**src/rtl/memory_round_controller.sv**
```systemverilog
// Round sequencer for the Memory Matrix game: fetches a board, shows it, collects the
// player's toggled guess, compares on submit and keeps score and lives.
module memory_round_controller #(
    parameter int unsigned SHOW_CYCLES   = 25_000_000,
    parameter int unsigned RESULT_CYCLES = 12_500_000,
    parameter int unsigned MAX_LIVES     = 3
) (
    input  logic       clk,
    input  logic       reset,
    input  logic       start,
    input  logic [7:0] board_in,
    input  logic       board_ready,
    input  logic [2:0] tile_sel,
    input  logic       tile_press,
    input  logic       submit,
    output logic       new_board,
    output logic [7:0] led,
    output logic [7:0] score,
    output logic [1:0] lives,
    output logic       round_win,
    output logic       game_over
);

    localparam int unsigned TimerMax =
        (SHOW_CYCLES > RESULT_CYCLES) ? SHOW_CYCLES : RESULT_CYCLES;
    localparam int unsigned TimerW = $clog2(TimerMax + 1);
    localparam logic [TimerW-1:0] ShowLast   = TimerW'(SHOW_CYCLES - 1);
    localparam logic [TimerW-1:0] ResultLast = TimerW'(RESULT_CYCLES - 1);
    localparam logic [1:0]        LivesInit  = 2'(MAX_LIVES);

    typedef enum logic [2:0] {
        StIdle,
        StReq,
        StShow,
        StInput,
        StCheck,
        StResult,
        StOver
    } state_e;

    state_e            state_q, state_d;
    logic [7:0]        target_q, target_d;
    logic [7:0]        guess_q, guess_d;
    logic [7:0]        score_q, score_d;
    logic [1:0]        lives_q, lives_d;
    logic [TimerW-1:0] timer_q, timer_d;
    logic              res_ok_q, res_ok_d;
    logic              start_prev_q;
    logic              start_armed_q, start_armed_d;

    logic start_rise;
    logic board_ok;
    logic match;
    logic show_done;
    logic result_done;

    // A start key held through reset release must be seen low once before it can act.
    assign start_rise  = start & ~start_prev_q & start_armed_q;
    assign board_ok    = board_ready && (board_in != 8'h00);
    assign match       = (guess_q == target_q);
    assign show_done   = (timer_q == ShowLast);
    assign result_done = (timer_q == ResultLast);

    always_ff @(posedge clk) begin
        if (!reset) begin
            state_q <= StIdle;
        end else begin
            state_q <= state_d;
        end
    end

    always_comb begin
        state_d = state_q;
        unique case (state_q)
            StIdle:   if (start_rise) state_d = StReq;
            StReq:    if (board_ok) state_d = StShow;
            StShow:   if (show_done) state_d = StInput;
            StInput:  if (submit) state_d = StCheck;
            StCheck:  state_d = StResult;
            StResult: if (result_done) state_d = (lives_q == 2'd0) ? StOver : StReq;
            StOver:   if (start_rise) state_d = StReq;
            default:  state_d = StIdle;
        endcase
    end

    always_comb begin
        new_board = 1'b0;
        led       = 8'h00;
        round_win = 1'b0;
        game_over = 1'b0;
        unique case (state_q)
            StReq:    new_board = 1'b1;
            StShow:   led = target_q;
            StInput:  led = guess_q;
            StCheck: begin
                led       = guess_q;
                round_win = match;
            end
            StResult: led = res_ok_q ? 8'hFF : 8'h00;
            StOver: begin
                game_over = 1'b1;
                led       = score_q;
            end
            default: ;
        endcase
    end

    assign score = score_q;
    assign lives = lives_q;

    always_comb begin
        target_d      = target_q;
        guess_d       = guess_q;
        score_d       = score_q;
        lives_d       = lives_q;
        timer_d       = timer_q;
        res_ok_d      = res_ok_q;
        start_armed_d = start_armed_q | ~start;
        unique case (state_q)
            StIdle, StOver: begin
                if (start_rise) begin
                    score_d = 8'h00;
                    lives_d = LivesInit;
                end
            end
            StReq: begin
                if (board_ok) begin
                    target_d = board_in;
                    timer_d  = '0;
                end
            end
            StShow: begin
                timer_d = timer_q + TimerW'(1);
                if (show_done) guess_d = 8'h00;
            end
            StInput: begin
                if (tile_press) guess_d[tile_sel] = ~guess_q[tile_sel];
            end
            StCheck: begin
                res_ok_d = match;
                timer_d  = '0;
                if (match) begin
                    if (score_q != 8'hFF) score_d = score_q + 8'd1;
                end else if (lives_q != 2'd0) begin
                    lives_d = lives_q - 2'd1;
                end
            end
            StResult: timer_d = timer_q + TimerW'(1);
            default: ;
        endcase
    end

    always_ff @(posedge clk) begin
        if (!reset) begin
            target_q      <= 8'h00;
            guess_q       <= 8'h00;
            score_q       <= 8'h00;
            lives_q       <= 2'd0;
            timer_q       <= '0;
            res_ok_q      <= 1'b0;
            start_prev_q  <= 1'b0;
            start_armed_q <= 1'b0;
        end else begin
            target_q      <= target_d;
            guess_q       <= guess_d;
            score_q       <= score_d;
            lives_q       <= lives_d;
            timer_q       <= timer_d;
            res_ok_q      <= res_ok_d;
            start_prev_q  <= start;
            start_armed_q <= start_armed_d;
        end
    end

endmodule
```
**config.mk**
```make
export PLATFORM = sky130hd
export DESIGN_NAME = memory_round_controller
export DESIGN_NICKNAME = d
export VERILOG_FILES = /design/src/rtl/memory_round_controller.sv
export SDC_FILE = /design/constraint.sdc
export NUM_CORES = 1
export LEC_CHECK = 0
export ABC_AREA = 1
export CAP_MARGIN = 20
export CORE_ASPECT_RATIO = 1.4
export CORE_MARGIN = 4
export CORE_UTILIZATION = 40
export DETAILED_ROUTE_END_ITERATION = 6
export PLACE_DENSITY_LB_ADDON = 0.25
export SYNTH_ARGS = -nofsm -noshare
export SYNTH_HDL_FRONTEND = slang
export SYNTH_SLANG_ARGS = --single-unit
```
**constraint.sdc**
```tcl
create_clock -name clk -period 3.45 [get_ports clk]
set_input_delay 0.69 -clock clk [delete_from_list [all_inputs] [get_ports clk]]
set_output_delay 0.69 -clock clk [all_outputs]
set_load 0.01 [all_outputs]
```
==> results by group, run 1 <==
Finish
  • Layout area overhead: 18.9%
  • Multi-input gate area: 2330 sq um
  • Storage element area: 1140 sq um
  • Post-layout util: 48.9%
  • Layout cell share with drive strength beyond 1: 10.4%
  • Fillers: 980
  • Antenna Diode Count: 0
  • NumNets Final: 688

Route
  • Via Count: 4105
  • DRT iter0 DRCs: 243
  • Drt via density: 5.24
  • ANT nets after route: 0
  • Total DRC errors in the routed layout: 0
  • Initial DRT Pass Iterations: 5
  • Routed wire length: 10.8 mm
  • Wire length per cell: 13.8 um

Pwr
  • Psw: 0.000941 W
  • Internal power: 0.00164 W
  • PD cells: 559 nW/um^2
  • Flop pwr share: 30.9%
  • Clock network fraction of total power: 38.0%
  • Net Sw Frac: 36.4%
  • Peak supply drop: 0.268 mV
  • Logic gate share of total power: 31.1%
  • Leak Pwr: 1.72 nW

Clock network
  • Clock root buffer: clkbuf_16
  • CTS sink count: 57
  • Cts repair resizes: 0
  • Setup Buffers After CTS: 0
  • Num CTS Buffers: 9
  • Clock Path Buffers: 2
  • Clk_lat worst skew: 330 ps
  • H-tree depth: 3
  • CTS tree: yes
  • Clock slew at reported path FFs: 50 ps
  • Hold buffers post-CTS: 0

Logic synthesis
  • Top cell type's share of synthesized area: 29.3%
  • Register bit total from synthesis: 57
  • Cell count after synthesis: 633
  • Yosys warning count: 0
  • Count of cell types in the netlist: 39
  • Top area cells in the synthesized netlist: dfxtp_1 29%, nand2_1 19%, nor2_1 7.6%, nand3_1 7.1%, inv_1 6.8%
  • Mean Syn Cell Area: 6.15 sq um
  • Cell Area, Synth: 3890 sq um
  • Post-synthesis cell type with the largest combined area: dfxtp_1
  • Seq/Total Area, Yosys: 29.3%
  • Synthesized net count: 653

Floorplan
  • # rows: 42
  • Starting Density: 41.2%
  • Die width: 91.4 um
  • I/O pin cnt: 38
  • Die area: 11400 sq um
  • Die Y: 125 um
  • Core ar.: 9460 sq um

Critical path
  • Reg2reg path depth: 8
  • R2r endpoint: timer_q[3]
  • Crit path kind: flip-flop to output port
  • CP Max Fanout: 11
  • Worst reg2reg startpoint: state_q[0]
  • Arr. time, crit path: 2320 ps
  • Worst R2R Setup Slack: 1320 ps
  • Startpoint Class: flip-flop
  • CP endpoint kind: output port
  • Required time of the critical path: 2760 ps

Flow run
  • Max-cap violations: 0

STA
  • Unrepaired setup endpoints after global routing: false
  • Final period util: 87.3%
  • Skew final: 8.44 ps
  • Setup ws final: 440 ps
  • Maximum clock frequency: 332 MHz
  • Total Neg Setup Slack: 0 ps
  • Slew margin rel.: 32.8%
  • Slew Viols, Final: 0
  • Minimum clock period: 3010 ps
  • Final setup viols: 0
  • Worst slew pin tran: 1000 ps
  • Final hold vios: 0

GRT
  • Vias in the first global route: 3876
  • First-pass GRT wire length: 18.3 mm
  • Initial antenna violation count: 0
  • Largest net degree at the start of global routing: 30
  • GRT Resource Usage Total: 19.4%
  • Grt ovf: 0

Placement
  • Pre-CTS setup slack: 766 ps
  • GP Congestion: 0.922
  • PortBufs: 37
  • Hpwl dp: 7.82 mm

Min path
  • Launch point of the worst hold path: start_armed_q
  • Min-Delay Endpoint: start_armed_q
  • Hold depth: 2
  • Worst min path class: flip-flop to flip-flop

Outcome
  • Status: finished, final reports clean
[per-stage QoR]
step	instances	hold WS [ps]	total power, W	cell area [sq um]
2_1_floorplan	633	426	0.00146	3890
6_report	783	445	0.00259	4630
3_5_place_dp	767	442	0.00161	4300
3_3_place_gp	767	434	0.00159	4300
4_1_cts	783	449	0.00260	4630
5_1_grt	783	467	0.00273	4630
[final cells by class]
cell class / instances / share of cell area, %
multi-input combinational: 481 / 50.4
sequential: 57 / 24.6
timing repair buffer: 40 / 8.49
inverter: 79 / 6.41
clock buffer: 11 / 5.46
tap: 110 / 2.97
clock inverter: 5 / 1.68
[worst max-delay path by stage]
stage | from | endpoint | slack (ps) | cells after the start
floorplan | state_q[0] | led[0] | 1520 | 7
global placement | board_in[2] | timer_q[4] | 820 | 10
detailed placement | board_in[2] | timer_q[4] | 770 | 10
CTS | state_q[0] | led[2] | 440 | 8
global route | state_q[0] | led[7] | 260 | 8
finish | state_q[0] | led[2] | 440 | 8
[worst max-delay path: stages, from the launching register on]
cell	delay, ps
dfxtp_1	490
inv_2	120
nor2_1	120
buf_4	190
nor2_1	80
inv_1	220
nand2_1	80
o2111ai_1	90
clkdlybuf4s50_1	600
[layout by cell type (no fill, tap or decap), drive strengths merged]
| cell | n |
|---|---|
| or2 | 5 |
| nand3 | 60 |
| o211ai | 1 |
| o21ai | 21 |
| clkinvlp | 1 |
| a32oi | 1 |
| nor3 | 13 |
| clkinv | 2 |
| nand2 | 208 |
| ha | 3 |
| bufinv | 2 |
| xor2 | 3 |
| nor2 | 82 |
| o2111ai | 8 |
| nand4 | 20 |
| a21oi | 45 |
| clkdlybuf4s50 | 37 |
| o21bai | 2 |
| nor3b | 4 |
| buf | 3 |
| nor4 | 1 |
| dfxtp | 57 |
| clkbuf | 11 |
| xnor2 | 4 |
| inv | 79 |
[cell usage after synthesis, drive strengths merged]
cell / count
nand2: 208
o211ai: 1
buf: 11
clkbuf: 5
o21ai: 21
xor2: 3
nor3b: 4
nor4: 1
or2: 5
a32oi: 1
dfxtp: 57
ha: 3
a21oi: 45
nor3: 13
xnor2: 4
inv: 79
nand4: 20
nor2: 82
o2111ai: 8
o21bai: 2
nand3: 60
[power groups by stage]
stage | registers [W] | logic [W] | clock network (W)
6_report | 0.000799 | 0.000804 | 0.000983
5_1_grt | 0.000809 | 0.000895 | 0.00102
2_1_floorplan | 0.000801 | 0.000658 | 0
3_3_place_gp | 0.000809 | 0.000784 | 0
3_5_place_dp | 0.000811 | 0.000796 | 0
4_1_cts | 0.000797 | 0.000801 | 0.00100
[kinds of logic (layout without fill, tap and decap cells)]
family | after synthesis | count (layout) | share of synthesized area, %
flops | 57 | 57 | 29.3
buf+inv | 95 | 135 | 10.8
fa+ha+maj | 3 | 3 | 0.964
xor+xnor | 7 | 7 | 1.57
simple gates | 393 | 393 | 45.0
compound gates | 78 | 78 | 12.3
[routing by layer]
metal | vias up | routed length (um) | GRT usage [%]
met2 | 109 | 5410 | 34.2
met4 | 0 | 287 | 8.26
li1 | 2123 | - | -
met3 | 20 | 505 | 3.38
met5 | - | 0 | 0
met1 | 1853 | 4580 | 22.8
[registers in the layout, summed over array words and instances, names as in the netlist]
name	count
guess_q	8
score	8
lives	2
res_ok_q	1
timer_q	25
start_prev_q	1
start_armed_q	1
target_q	8
state_q	3
(Power assumes the default switching activity.)
==> inputs of run 2 (changes only) <==
--- a/config.mk
+++ b/config.mk
@@ -11,7 +11,9 @@
 export CORE_MARGIN = 4
 export CORE_UTILIZATION = 40
 export DETAILED_ROUTE_END_ITERATION = 6
+export HOLD_SLACK_MARGIN = 0.06
 export PLACE_DENSITY_LB_ADDON = 0.25
+export SETUP_SLACK_MARGIN = 0.3
 export SYNTH_ARGS = -nofsm -noshare
 export SYNTH_HDL_FRONTEND = slang
 export SYNTH_SLANG_ARGS = --single-unit
==> run 2 against run 1 <==
Net effect: worst setup slack better by 75 ps; clock skew about the same; global-route usage unchanged; sequential share of layout area about the same; critical path type unchanged; largest cell class unchanged; largest power group unchanged.
==> results by group, run 2 (synthesis gave the netlist of run 1 again) <==
Placement
  • GP Congestion: 0.922 (unchanged)
  • DP Area: 4300 sq um (unchanged)
  • Hpwl dp: 7.82 mm (unchanged)
  • PortBufs: 37 (unchanged)
  • Pre-CTS setup slack: 766 ps (unchanged)

Clock network
  • Num CTS Buffers: 9 (unchanged)
  • Clk_lat worst skew: 330 ps (about the same)
  • Clock slew at reported path FFs: 50 ps (about the same)
  • CTS sink count: 57 (unchanged)
  • Clock root buffer: clkbuf_16
  • Clock Path Buffers: 2 (unchanged)
  • H-tree depth: 3 (unchanged)
  • CTS tree: yes
  • Hold buffers post-CTS: 0 (unchanged)

Floorplan
  • Die width: 91.4 um (unchanged)
  • Die area: 11400 sq um (unchanged)
  • # rows: 42 (unchanged)
  • Die Y: 125 um (unchanged)
  • Starting Density: 41.2% (unchanged)
  • I/O pin cnt: 38 (unchanged)
  • Core ar.: 9460 sq um (unchanged)

STA
  • Maximum clock frequency: 341 MHz (+2.5%)
  • Unrepaired setup endpoints after global routing: false
  • Minimum clock period: 2940 ps (-74.6 ps)
  • Slew Viols, Final: 0 (unchanged)
  • Slew margin rel.: 32.8% (about the same)
  • Worst slew pin tran: 1000 ps (+0.313 ps)
  • Final setup viols: 0 (unchanged)
  • Skew final: 8.44 ps (+0.000190 ps)
  • Final hold vios: 0 (unchanged)
  • Final period util: 85.1% (-2.2 points)
  • Total Neg Setup Slack: 0 ps (unchanged)
  • Setup ws final: 514 ps (+74.6 ps)
  • Hold Worst Slack: 445 ps (unchanged)

Critical path
  • Required time of the critical path: 2760 ps (about the same)
  • Arr. time, crit path: 2250 ps (-70 ps)
  • Delay-heaviest family, CP: buffers and inverters
  • Buf/Inv on CP: 4 (unchanged)
  • Crit path kind: flip-flop to output port
  • Critical-path top delay cell: clkdlybuf4s50_1
  • Delay of the slowest cell on the worst path: 600 ps (about the same)
  • Worst-path cell chain: inv_2, nand2_1, nor2_1, buf_4, nor2_1, inv_1, nand2_1, o2111ai_1, clkdlybuf4s50_1
  • CP Max Fanout: 11 (unchanged)
  • Startpoint Class: flip-flop
  • CP endpoint kind: output port

Finish
  • Most common cell after layout, fill and taps aside: nand2_1
  • NumNets Final: 688 (unchanged)
  • Largest Register: timer_q
  • Layout area overhead: 19.0% (about the same)
  • Max reg flops: 25 (unchanged)
  • Fillers: 979 (-0.10%)
  • Layout cell share with drive strength beyond 1: 10.7% (+0.30 points)
  • Most frequent cells in the layout: 191 x nand2_1, 79 x nor2_1, 71 x inv_1, 56 x dfxtp_1, 55 x nand3_1
  • Antenna Diode Count: 0 (unchanged)
  • Design area: 4630 sq um (about the same)

GRT
  • First-pass GRT wire length: 18.3 mm (unchanged)
  • GRT Resource Usage Total: 19.4% (unchanged)
  • Largest net degree at the start of global routing: 30 (unchanged)
  • Grt ovf: 0 (unchanged)
  • Initial antenna violation count: 0 (unchanged)
  • Vias in the first global route: 3876 (unchanged)

Route
  • Initial DRT Pass Iterations: 5 (unchanged)
  • Total DRC errors in the routed layout: 0 (unchanged)
  • Routed wire length: 10.8 mm (about the same)
  • DRT iter0 DRCs: 242 (-0.41%)
  • Drt via density: 5.24 (about the same)
  • Wire length per cell: 13.8 um (about the same)
  • ANT nets after route: 0 (unchanged)
  • Via Count: 4106 (+0.024%)

Pwr
  • Peak supply drop: 0.268 mV (about the same)
  • Leak Pwr: 1.73 nW (about the same)
  • PD cells: 559 nW/um^2 (about the same)

Outcome
  • Status: finished, final reports clean

Min path
  • Worst min path class: flip-flop to flip-flop

Flow run
  • Max-cap violations: 0 (unchanged)
==> run 2: cell counts in the layout (fill, tap and decap cells not counted) <==
Identical to the previous run, type by type.
==> run 2: timing repair <==
item                                    in CTS  in global routing
gates resized for setup                      0                  2
setup buffers                                0                  0
endpoints found under the setup margin       0                  7
==> run 2: path summary, 6_finish.rpt <==
kind	from	endpoint	slack, ps	cells past startpoint
worst max-delay path	state_q[2]	led[2]	510	9
worst min-delay path	start_armed_q	start_armed_q	440	2
worst max register to register	state_q[0]	timer_q[3]	1380	8
worst min register to register	start_armed_q	start_armed_q	440	2
==> run 2: per-layer routing <==
layer | vias to the layer above | track usage [%] | routed length [um]
li1 | 2123 | - | -
met1 | 1856 | 22.8 | 4580
met2 | 107 | 34.2 | 5410
met3 | 20 | 3.38 | 500
met4 | 0 | 8.26 | 287
met5 | - | 0 | 0
==> run 2: worst min-delay path: cells and delay by family, from the launching register on <==
kind | cells | cell delay (ps)
compound gates | 1 | 50
buf+inv | 1 | 50
flops | 1 | 300
==> run 2: through the flow <==
step / instances / utilization (%) / total power (W)
after CTS: 783 / 48.9 / 0.00260
after global routing: 783 / 49.0 / 0.00273
after detailed placement: 767 / 45.4 / 0.00161
after floorplan: 633 / - / 0.00146
final: 783 / 49.0 / 0.00259
after global placement: 767 / 45.4 / 0.00159
==> run 2: cell type report <==
type / count / area (sq um) / area share (%)
clock buffer: 11 / 253 / 5.46
tap: 110 / 138 / 2.97
multi-input combinational: 481 / 2330 / 50.4
timing repair buffer: 40 / 393 / 8.48
sequential: 57 / 1140 / 24.7
inverter: 79 / 297 / 6.40
clock inverter: 5 / 77.6 / 1.67
==> run 2: power breakdown <==
group	total [W]	leakage, nW	switching, W	internal [W]
combinational	0.000804	1.10	0.000553	0.000251
clock	0.000983	0.162	0.000315	0.000668
sequential	0.000801	0.462	0.0000740	0.000727
